### src/rtl/cvxif_resp_pkg.sv
// Shared constants, types and decode helpers for the CVXIF issue responder.
// Optional feature macro: CVXIF_RESP_MUL_EN (CMUL opcode, multiplier and EXEC state).
package cvxif_resp_pkg;

   localparam int unsigned     XLEN           = 64;
   localparam int unsigned     TRANS_ID_BITS  = 3;
   localparam logic [6:0]      CUSTOM0_OPCODE = 7'b0001011;
   localparam logic [XLEN-1:0] ILLEGAL_INSTR  = XLEN'(2);

   typedef enum logic [2:0] {
      CADD = 3'b000,
      CNOP = 3'b001,
      CMUL = 3'b010
   } resp_op_e;

   typedef struct packed {
      logic [XLEN-1:0] cause;
      logic [XLEN-1:0] tval;
      logic            valid;
   } exception_t;

   typedef struct packed {
      logic [31:0]              instr;
      logic [TRANS_ID_BITS-1:0] trans_id;
      logic [XLEN-1:0]          rs1;
      logic [XLEN-1:0]          rs2;
   } resp_entry_t;

   typedef struct packed {
      logic [XLEN-1:0] data;
      logic            we;
      exception_t      ex;
   } resp_result_t;

`ifdef CVXIF_RESP_MUL_EN
   typedef enum logic [1:0] {IDLE, EXEC, RESP} resp_state_e;
`else
   typedef enum logic [0:0] {IDLE, RESP} resp_state_e;
`endif

   function automatic logic is_custom0(logic [31:0] instr);
      return (instr[6:0] == CUSTOM0_OPCODE) && (instr[31:25] == 7'b0);
   endfunction

`ifdef CVXIF_RESP_MUL_EN
   function automatic logic is_cmul(logic [31:0] instr);
      return is_custom0(instr) && (instr[14:12] == CMUL);
   endfunction
`endif

   // Single-cycle ops; anything not handled here (including CMUL) is illegal.
   function automatic resp_result_t exec_single(logic [31:0] instr, logic [XLEN-1:0] rs1,
                                                logic [XLEN-1:0] rs2);
      resp_result_t r;
      r = '0;
      if (is_custom0(instr) && (instr[14:12] == CADD)) begin
         r.data = rs1 + rs2;
         r.we   = 1'b1;
      end else if (is_custom0(instr) && (instr[14:12] == CNOP)) begin
         r.we   = 1'b0;
      end else begin
         r.ex.valid = 1'b1;
         r.ex.cause = ILLEGAL_INSTR;
         r.ex.tval  = XLEN'(instr);
      end
      return r;
   endfunction

endpackage

### src/rtl/fifo_v3.sv
// Synchronous FIFO with flush; push ignored when full, pop ignored when empty.
module fifo_v3 #(
   parameter int unsigned DEPTH = 4,
   parameter type         dtype = logic
) (
   input  logic clk_i,
   input  logic rst_ni,
   input  logic flush_i,
   output logic full_o,
   output logic empty_o,
   input  dtype data_i,
   input  logic push_i,
   output dtype data_o,
   input  logic pop_i
);

   localparam int unsigned ADDR_W = (DEPTH > 1) ? $clog2(DEPTH) : 1;

   dtype              mem_q [DEPTH];
   logic [ADDR_W-1:0] rd_q, wr_q;
   logic [ADDR_W:0]   cnt_q;
   logic              push_ok, pop_ok;

   assign full_o  = (cnt_q == (ADDR_W+1)'(DEPTH));
   assign empty_o = (cnt_q == '0);
   assign data_o  = mem_q[rd_q];
   assign push_ok = push_i & ~full_o;
   assign pop_ok  = pop_i & ~empty_o;

   // Pointer and occupancy bookkeeping; flush drops everything including a concurrent push.
   always_ff @(posedge clk_i or negedge rst_ni) begin
      if (!rst_ni) begin
         rd_q  <= '0;
         wr_q  <= '0;
         cnt_q <= '0;
      end else if (flush_i) begin
         rd_q  <= '0;
         wr_q  <= '0;
         cnt_q <= '0;
      end else begin
         if (push_ok) wr_q <= wr_q + ADDR_W'(1);
         if (pop_ok)  rd_q <= rd_q + ADDR_W'(1);
         if (push_ok && !pop_ok)      cnt_q <= cnt_q + (ADDR_W+1)'(1);
         else if (!push_ok && pop_ok) cnt_q <= cnt_q - (ADDR_W+1)'(1);
      end
   end

   // Storage array, written on accepted pushes only.
   always_ff @(posedge clk_i) begin
      if (push_ok && !flush_i) mem_q[wr_q] <= data_i;
   end

endmodule

### src/rtl/cvxif_issue_responder.sv
// CVXIF coprocessor issue/writeback responder: buffers offloaded custom-0
// instructions in order and returns one writeback per accepted instruction.
// Optional feature macro: CVXIF_RESP_MUL_EN (shift-add CMUL, EXEC state).
module cvxif_issue_responder
   import cvxif_resp_pkg::*;
#(
   parameter int unsigned FIFO_DEPTH         = 4,
   parameter int unsigned MUL_BITS_PER_CYCLE = 2
) (
   input  logic                     clk_i,
   input  logic                     rst_ni,
   input  logic                     flush_i,
   input  logic                     x_issue_valid_i,
   output logic                     x_issue_ready_o,
   input  logic [31:0]              x_off_instr_i,
   input  logic [TRANS_ID_BITS-1:0] x_trans_id_i,
   input  logic [XLEN-1:0]          x_rs1_i,
   input  logic [XLEN-1:0]          x_rs2_i,
   output logic                     x_result_valid_o,
   output logic [TRANS_ID_BITS-1:0] x_result_id_o,
   output logic [XLEN-1:0]          x_result_data_o,
   output logic                     x_result_we_o,
   output exception_t               x_result_ex_o
);

   resp_entry_t              push_entry, head, cur_q, src;
   logic                     fifo_full, fifo_empty, fifo_push, fifo_pop;
   logic                     pend_q, valid_q;
   logic [TRANS_ID_BITS-1:0] id_q;
   resp_result_t             res_q;
   resp_state_e              state_q;

`ifdef CVXIF_RESP_MUL_EN
   localparam int unsigned MUL_CYCLES = XLEN / MUL_BITS_PER_CYCLE;
   localparam int unsigned CNT_W      = (MUL_CYCLES > 1) ? $clog2(MUL_CYCLES) : 1;

   logic [XLEN-1:0]  mcand_q, mplier_q, acc_q, acc_next;
   logic [CNT_W-1:0] cnt_q;

   // One shift-add step: multiplicand times the low multiplier digit.
   always_comb begin
      acc_next = acc_q + (mcand_q * {{(XLEN-MUL_BITS_PER_CYCLE){1'b0}},
                                     mplier_q[MUL_BITS_PER_CYCLE-1:0]});
   end
`endif

   assign push_entry = '{instr: x_off_instr_i, trans_id: x_trans_id_i,
                         rs1: x_rs1_i, rs2: x_rs2_i};
   assign fifo_push       = x_issue_valid_i & ~fifo_full;
   assign x_issue_ready_o = ~fifo_full;

   fifo_v3 #(
      .DEPTH (FIFO_DEPTH),
      .dtype (resp_entry_t)
   ) i_fifo (
      .clk_i   (clk_i),
      .rst_ni  (rst_ni),
      .flush_i (flush_i),
      .full_o  (fifo_full),
      .empty_o (fifo_empty),
      .data_i  (push_entry),
      .push_i  (fifo_push),
      .data_o  (head),
      .pop_i   (fifo_pop)
   );

   // An entry popped during RESP is parked in cur_q and dispatched from IDLE
   // on the following cycle, so 1-cycle ops stream one result every 2 cycles.
   assign src = pend_q ? cur_q : head;

   // Pop the head when IDLE has nothing parked, or while a result is presented.
   always_comb begin
      fifo_pop = 1'b0;
      case (state_q)
         IDLE:    fifo_pop = ~pend_q & ~fifo_empty;
         RESP:    fifo_pop = ~fifo_empty;
         default: fifo_pop = 1'b0;
      endcase
   end

   // Dispatch / execute / respond sequencer with registered result outputs.
   always_ff @(posedge clk_i or negedge rst_ni) begin
      if (!rst_ni) begin
         state_q  <= IDLE;
         pend_q   <= 1'b0;
         cur_q    <= '0;
         valid_q  <= 1'b0;
         id_q     <= '0;
         res_q    <= '0;
`ifdef CVXIF_RESP_MUL_EN
         mcand_q  <= '0;
         mplier_q <= '0;
         acc_q    <= '0;
         cnt_q    <= '0;
`endif
      end else if (flush_i) begin
         state_q  <= IDLE;
         pend_q   <= 1'b0;
         valid_q  <= 1'b0;
`ifdef CVXIF_RESP_MUL_EN
         cnt_q    <= '0;
`endif
      end else begin
         valid_q <= 1'b0;
         case (state_q)
            IDLE: begin
               if (pend_q || !fifo_empty) begin
                  pend_q <= 1'b0;
                  id_q   <= src.trans_id;
`ifdef CVXIF_RESP_MUL_EN
                  if (is_cmul(src.instr)) begin
                     mcand_q  <= src.rs1;
                     mplier_q <= src.rs2;
                     acc_q    <= '0;
                     cnt_q    <= '0;
                     state_q  <= EXEC;
                  end else
`endif
                  begin
                     res_q   <= exec_single(src.instr, src.rs1, src.rs2);
                     valid_q <= 1'b1;
                     state_q <= RESP;
                  end
               end
            end
`ifdef CVXIF_RESP_MUL_EN
            EXEC: begin
               acc_q    <= acc_next;
               mcand_q  <= mcand_q << MUL_BITS_PER_CYCLE;
               mplier_q <= mplier_q >> MUL_BITS_PER_CYCLE;
               if (cnt_q == CNT_W'(MUL_CYCLES - 1)) begin
                  res_q   <= '{data: acc_next, we: 1'b1, ex: '0};
                  valid_q <= 1'b1;
                  state_q <= RESP;
               end else begin
                  cnt_q <= cnt_q + CNT_W'(1);
               end
            end
`endif
            RESP: begin
               if (!fifo_empty) begin
                  cur_q  <= head;
                  pend_q <= 1'b1;
               end
               state_q <= IDLE;
            end
            default: state_q <= IDLE;
         endcase
      end
   end

   assign x_result_valid_o = valid_q & ~flush_i;
   assign x_result_id_o    = id_q;
   assign x_result_data_o  = res_q.data;
   assign x_result_we_o    = res_q.we;
   assign x_result_ex_o    = res_q.ex;

endmodule

### config.mk
export PLATFORM = sky130hd
export DESIGN_NAME = cvxif_issue_responder
export DESIGN_NICKNAME = d
export VERILOG_FILES = /design/src/rtl/cvxif_resp_pkg.sv /design/src/rtl/fifo_v3.sv /design/src/rtl/cvxif_issue_responder.sv
export SDC_FILE = /design/constraint.sdc
export NUM_CORES = 1
export LEC_CHECK = 0
export CORE_MARGIN = 5
export CORE_UTILIZATION = 50
export DETAILED_ROUTE_END_ITERATION = 10
export GPL_ROUTABILITY_DRIVEN = 0
export PLACE_DENSITY = 0.71
export SLEW_MARGIN = 10
export SYNTH_ARGS = -nofsm -noshare
export SYNTH_HDL_FRONTEND = slang
export SYNTH_SLANG_ARGS = --single-unit
### constraint.sdc
create_clock -name clk_i -period 7.5 [get_ports clk_i]
set_input_delay 1.5 -clock clk_i [delete_from_list [all_inputs] [get_ports clk_i]]
set_output_delay 1.5 -clock clk_i [all_outputs]
set_load 0.05 [all_outputs]
==> metrics.md <==
| Metric | Value |
|---|---|
| Largest cells by area after synthesis | edfxtp_1 49%, dfrtp_1 17%, mux4_2 9.1% |
| Vias in the first global route | 23500 |
| Post-Synthesis Cells | 2487 |
| Inserted Clock Buffers | 95 |
| Slew HR | 25.1% |
| Initial Util | 50.2% |
| Die ar. | 86200 um2 |
| DR pass1 iterations | 6 |
| Register share of total power | 34.9% |
| Worst VDD drop | 0.330 mV |
| Global-route wire length before repair | 144 mm |
| Bufs on Longest Clock Path | 3 |
| Hold Vio Cnt, Final | 0 |
| Syn. warnings | 0 |
| Kind of critical path | reg -> reg |
| Worst Setup End Kind | flop |
| Fraction of registers with async set/reset | 29.5% |
| Cell Area, Synth | 40200 um2 |
| Non-Filler Instances | 3899 |
| Area of the multi-input gates | 12800 um2 |
| Register bit total from synthesis | 925 |
| FILL cells | 6003 |
| RSZ-0062 raised after global routing | false |
| Post-synth top cells | 652 x edfxtp_1, 287 x mux2_2, 273 x dfrtp_1, 162 x mux4_2, 156 x nand2_1 |
| Fin crit period | 5.62 ns |
| DR iter-0 viols | 1864 |
| Resized cells post-CTS | 0 |
| Crit start category | flop |
| Vias | 22700 |
| Clock Sinks | 925 |
| Count of flip-flops with a built-in enable after synthesis | 652 |
| Crit-path max FO | 46 |
| ANT nets after route | 0 |
| Initial antenna violation count | 12 |
| Worst skew pair latency | 0.66 ns |
| Post-DP HPWL | 60.7 mm |
| Count of final setup violators | 0 |
| Clock Skew | 0.0335 ns |
| Period Utilization, post-route | 74.9% |
| TNS Setup | 0 ns |
| CP required | 7.97 ns |
| Part of the power in combinational logic | 39.7% |
| CORE AREA | 80200 um2 |
| Most numerous cell in the Yosys netlist | edfxtp_1 |
| Routed wire length | 94.3 mm |
| Total track usage | 21.8% |
| Pins Over Slew Limit | 0 |
| Largest net degree at the start of global routing | 129 |
| Register area | 26400 um2 |
| PD cells | 411 nW/um2 |
| Leak | 16.6 nW |
| Row count | 104 |
| Remaining Overflow, GRT | 0 |
| IO Port Bufs | 270 |
| Netlist cell types | 70 |
| Clk slew on worst S/H paths | 0.07 ns |
| Die Wd | 294 um |
| Most used DFF post-synth | edfxtp_1 |
| F_max | 178 MHz |
| CTS Hold Bufs | 0 |
| Drt wl/cell | 24.2 um |
| Ratio of cells with drive above 1 in the final layout | 22.7% |
| Clock network power share | 25.5% |
| Syn avg cell area | 16.2 um2 |
| Slew @ Worst Pin | 1.12 ns |
| Core Util, Final | 58.6% |
| Die height | 294 um |
| # IOs | 366 |
| Area Overhead vs Synth | 16.8% |
| Number of vias per cell | 5.82 |
| Drt drc | 0 |
| Max-cap viol count | 0 |
| CTS tree | built |
| Crit path arrival time | 6.09 ns |
| Top cell type's share of synthesized area | 48.7% |
| Final #Nets | 2984 |
| Yosys top cell by area | edfxtp_1 |
| Type of the worst min-delay path | reg -> reg |
| Sw Pwr | 0.00689 W |
| Status | complete, no violations |
| Setup Buffers After CTS | 0 |
| H-tree depth | 3 |
| Clock root buffer | clkbuf_16 |
| Net Sw Frac | 35.7% |
| Pint | 0.0124 W |
| Register area share after synthesis | 65.6% |
| Placed insts | 3711 |
==> logic make-up (layout without fill, tap and decap cells) <==
| family | after synthesis | in the layout | share of synthesized area (%) |
|---|---|---|---|
| compound gates | 329 | 329 | 5.35 |
| xor+xnor | 53 | 53 | 1.15 |
| fa+ha+maj | 69 | 69 | 2.18 |
| buf+inv | 258 | 507 | 3.40 |
| flops | 925 | 925 | 65.6 |
| mux | 489 | 489 | 18.1 |
| other cells | 1 | 104 | 0.00932 |
| simple gates | 363 | 363 | 4.16 |
==> routing by layer <==
metal	track usage [%]	up-vias	part of all wire (%)
met4	6.56	8	2.6
li1	-	9998	-
met1	30.0	11600	41
met5	0	-	0.051
met2	35.7	932	49
met3	4.42	161	7.7
==> per-stage QoR <==
step,hold slack [ns],setup WS [ns],total power (W),area (um2)
finish,0.493,1.88,0.0193,47000
global placement,0.462,1.91,0.0142,43700
CTS,0.496,1.90,0.0194,47000
global route,0.514,1.50,0.0203,47000
detailed placement,0.477,1.94,0.0144,43700
floorplan,0.475,1.35,0.0124,40600
==> power by group through the flow <==
stage / registers [W] / clock network (W) / logic, W
after floorplan: 0.00696 / 0 / 0.00543
after global placement: 0.00678 / 0 / 0.00747
after detailed placement: 0.00683 / 0 / 0.00757
after CTS: 0.00673 / 0.00502 / 0.00762
after global routing: 0.00682 / 0.00523 / 0.00830
final: 0.00673 / 0.00492 / 0.00766
==> path summary, 6_finish.rpt <==
check / start / endpoint / slack, ns / depth (start not counted)
min in group asynchronous: rst_ni / cur_q[116]$_DFFE_PN0P_ / 0.93 / 1
max in group asynchronous: rst_ni / i_fifo.rd_q[1]$_DFFE_PN0P_ / 5.02 / 2
max: i_fifo.rd_q[1]$_DFFE_PN0P_ / x_result_data_o[56]$_DFFE_PN0P_ / 1.88 / 14
min reg2reg: x_result_ex_o[30]$_DFFE_PN0P_ / x_result_ex_o[30]$_DFFE_PN0P_ / 0.49 / 2
min: x_result_ex_o[30]$_DFFE_PN0P_ / x_result_ex_o[30]$_DFFE_PN0P_ / 0.49 / 2
max reg2reg: i_fifo.rd_q[1]$_DFFE_PN0P_ / x_result_data_o[56]$_DFFE_PN0P_ / 1.88 / 14
==> placed cells by master (no fill, tap or decap), types with 13 or more instances in the layout <==
cell             synthesis  routed
a21o_1                  20      20
a21oi_1                 87      87
a22o_1                  20      20
buf_4                   96      17
bufinv_16                0      15
clkbuf_1                97      16
clkbuf_16                0      96
clkdlybuf4s50_1          0     269
clkinv_1                 1      15
clkinv_2                 0      18
conb_1                   1      95
dfrtp_1                273     270
edfxtp_1               652     652
ha_1                    67      67
inv_1                   32      32
mux2_2                 287     287
mux2i_1                 39      39
mux4_2                 162     162
nand2_1                156     156
nand3_1                 26      26
nand4_1                 26      26
nor2_1                  76      75
nor3_1                  13      13
o211ai_1                13      13
o21a_1                  15      15
o21ai_0                 80      79
o31ai_1                 29      29
or3_1                   14      13
xnor2_1                 32      32
xor2_1                  21      21
==> sequential cells by signal, indices dropped and copies added, names as in the netlist <==
name	cells
x_result_ex_o	33
i_fifo.mem_q	652
i_fifo.rd_q	2
cur_q	163
i_fifo.cnt_q	3
x_result_id_o	3
x_result_we_o	1
x_result_data_o	64
i_fifo.wr_q	2
pend_q	1
state_q	1
==> worst max-delay path: stages, from the launching register on <==
cell       delay [ns]
dfrtp_4          0.94
buf_4            0.54
mux4_2           0.40
mux2_2           0.28
ha_1             0.43
nand4_1          0.20
a2111oi_1        0.71
or3_1            0.28
o211ai_1         0.18
a2111oi_2        0.53
buf_4            0.22
o211ai_1         0.16
a21oi_1          0.22
mux2i_1          0.19
o311ai_0         0.15
==> layout make-up <==
class	count	area share (%)
Clock buffer	116	5.36
Clock inverter	63	1.61
Multi-Input combinational cell	1398	27.3
Tap cell	1060	2.82
Antenna cell	9	0.0479
Inverter	33	0.264
Timing Repair Buffer	295	6.37
Sequential cell	925	56.2
(Power assumes the default switching activity.)
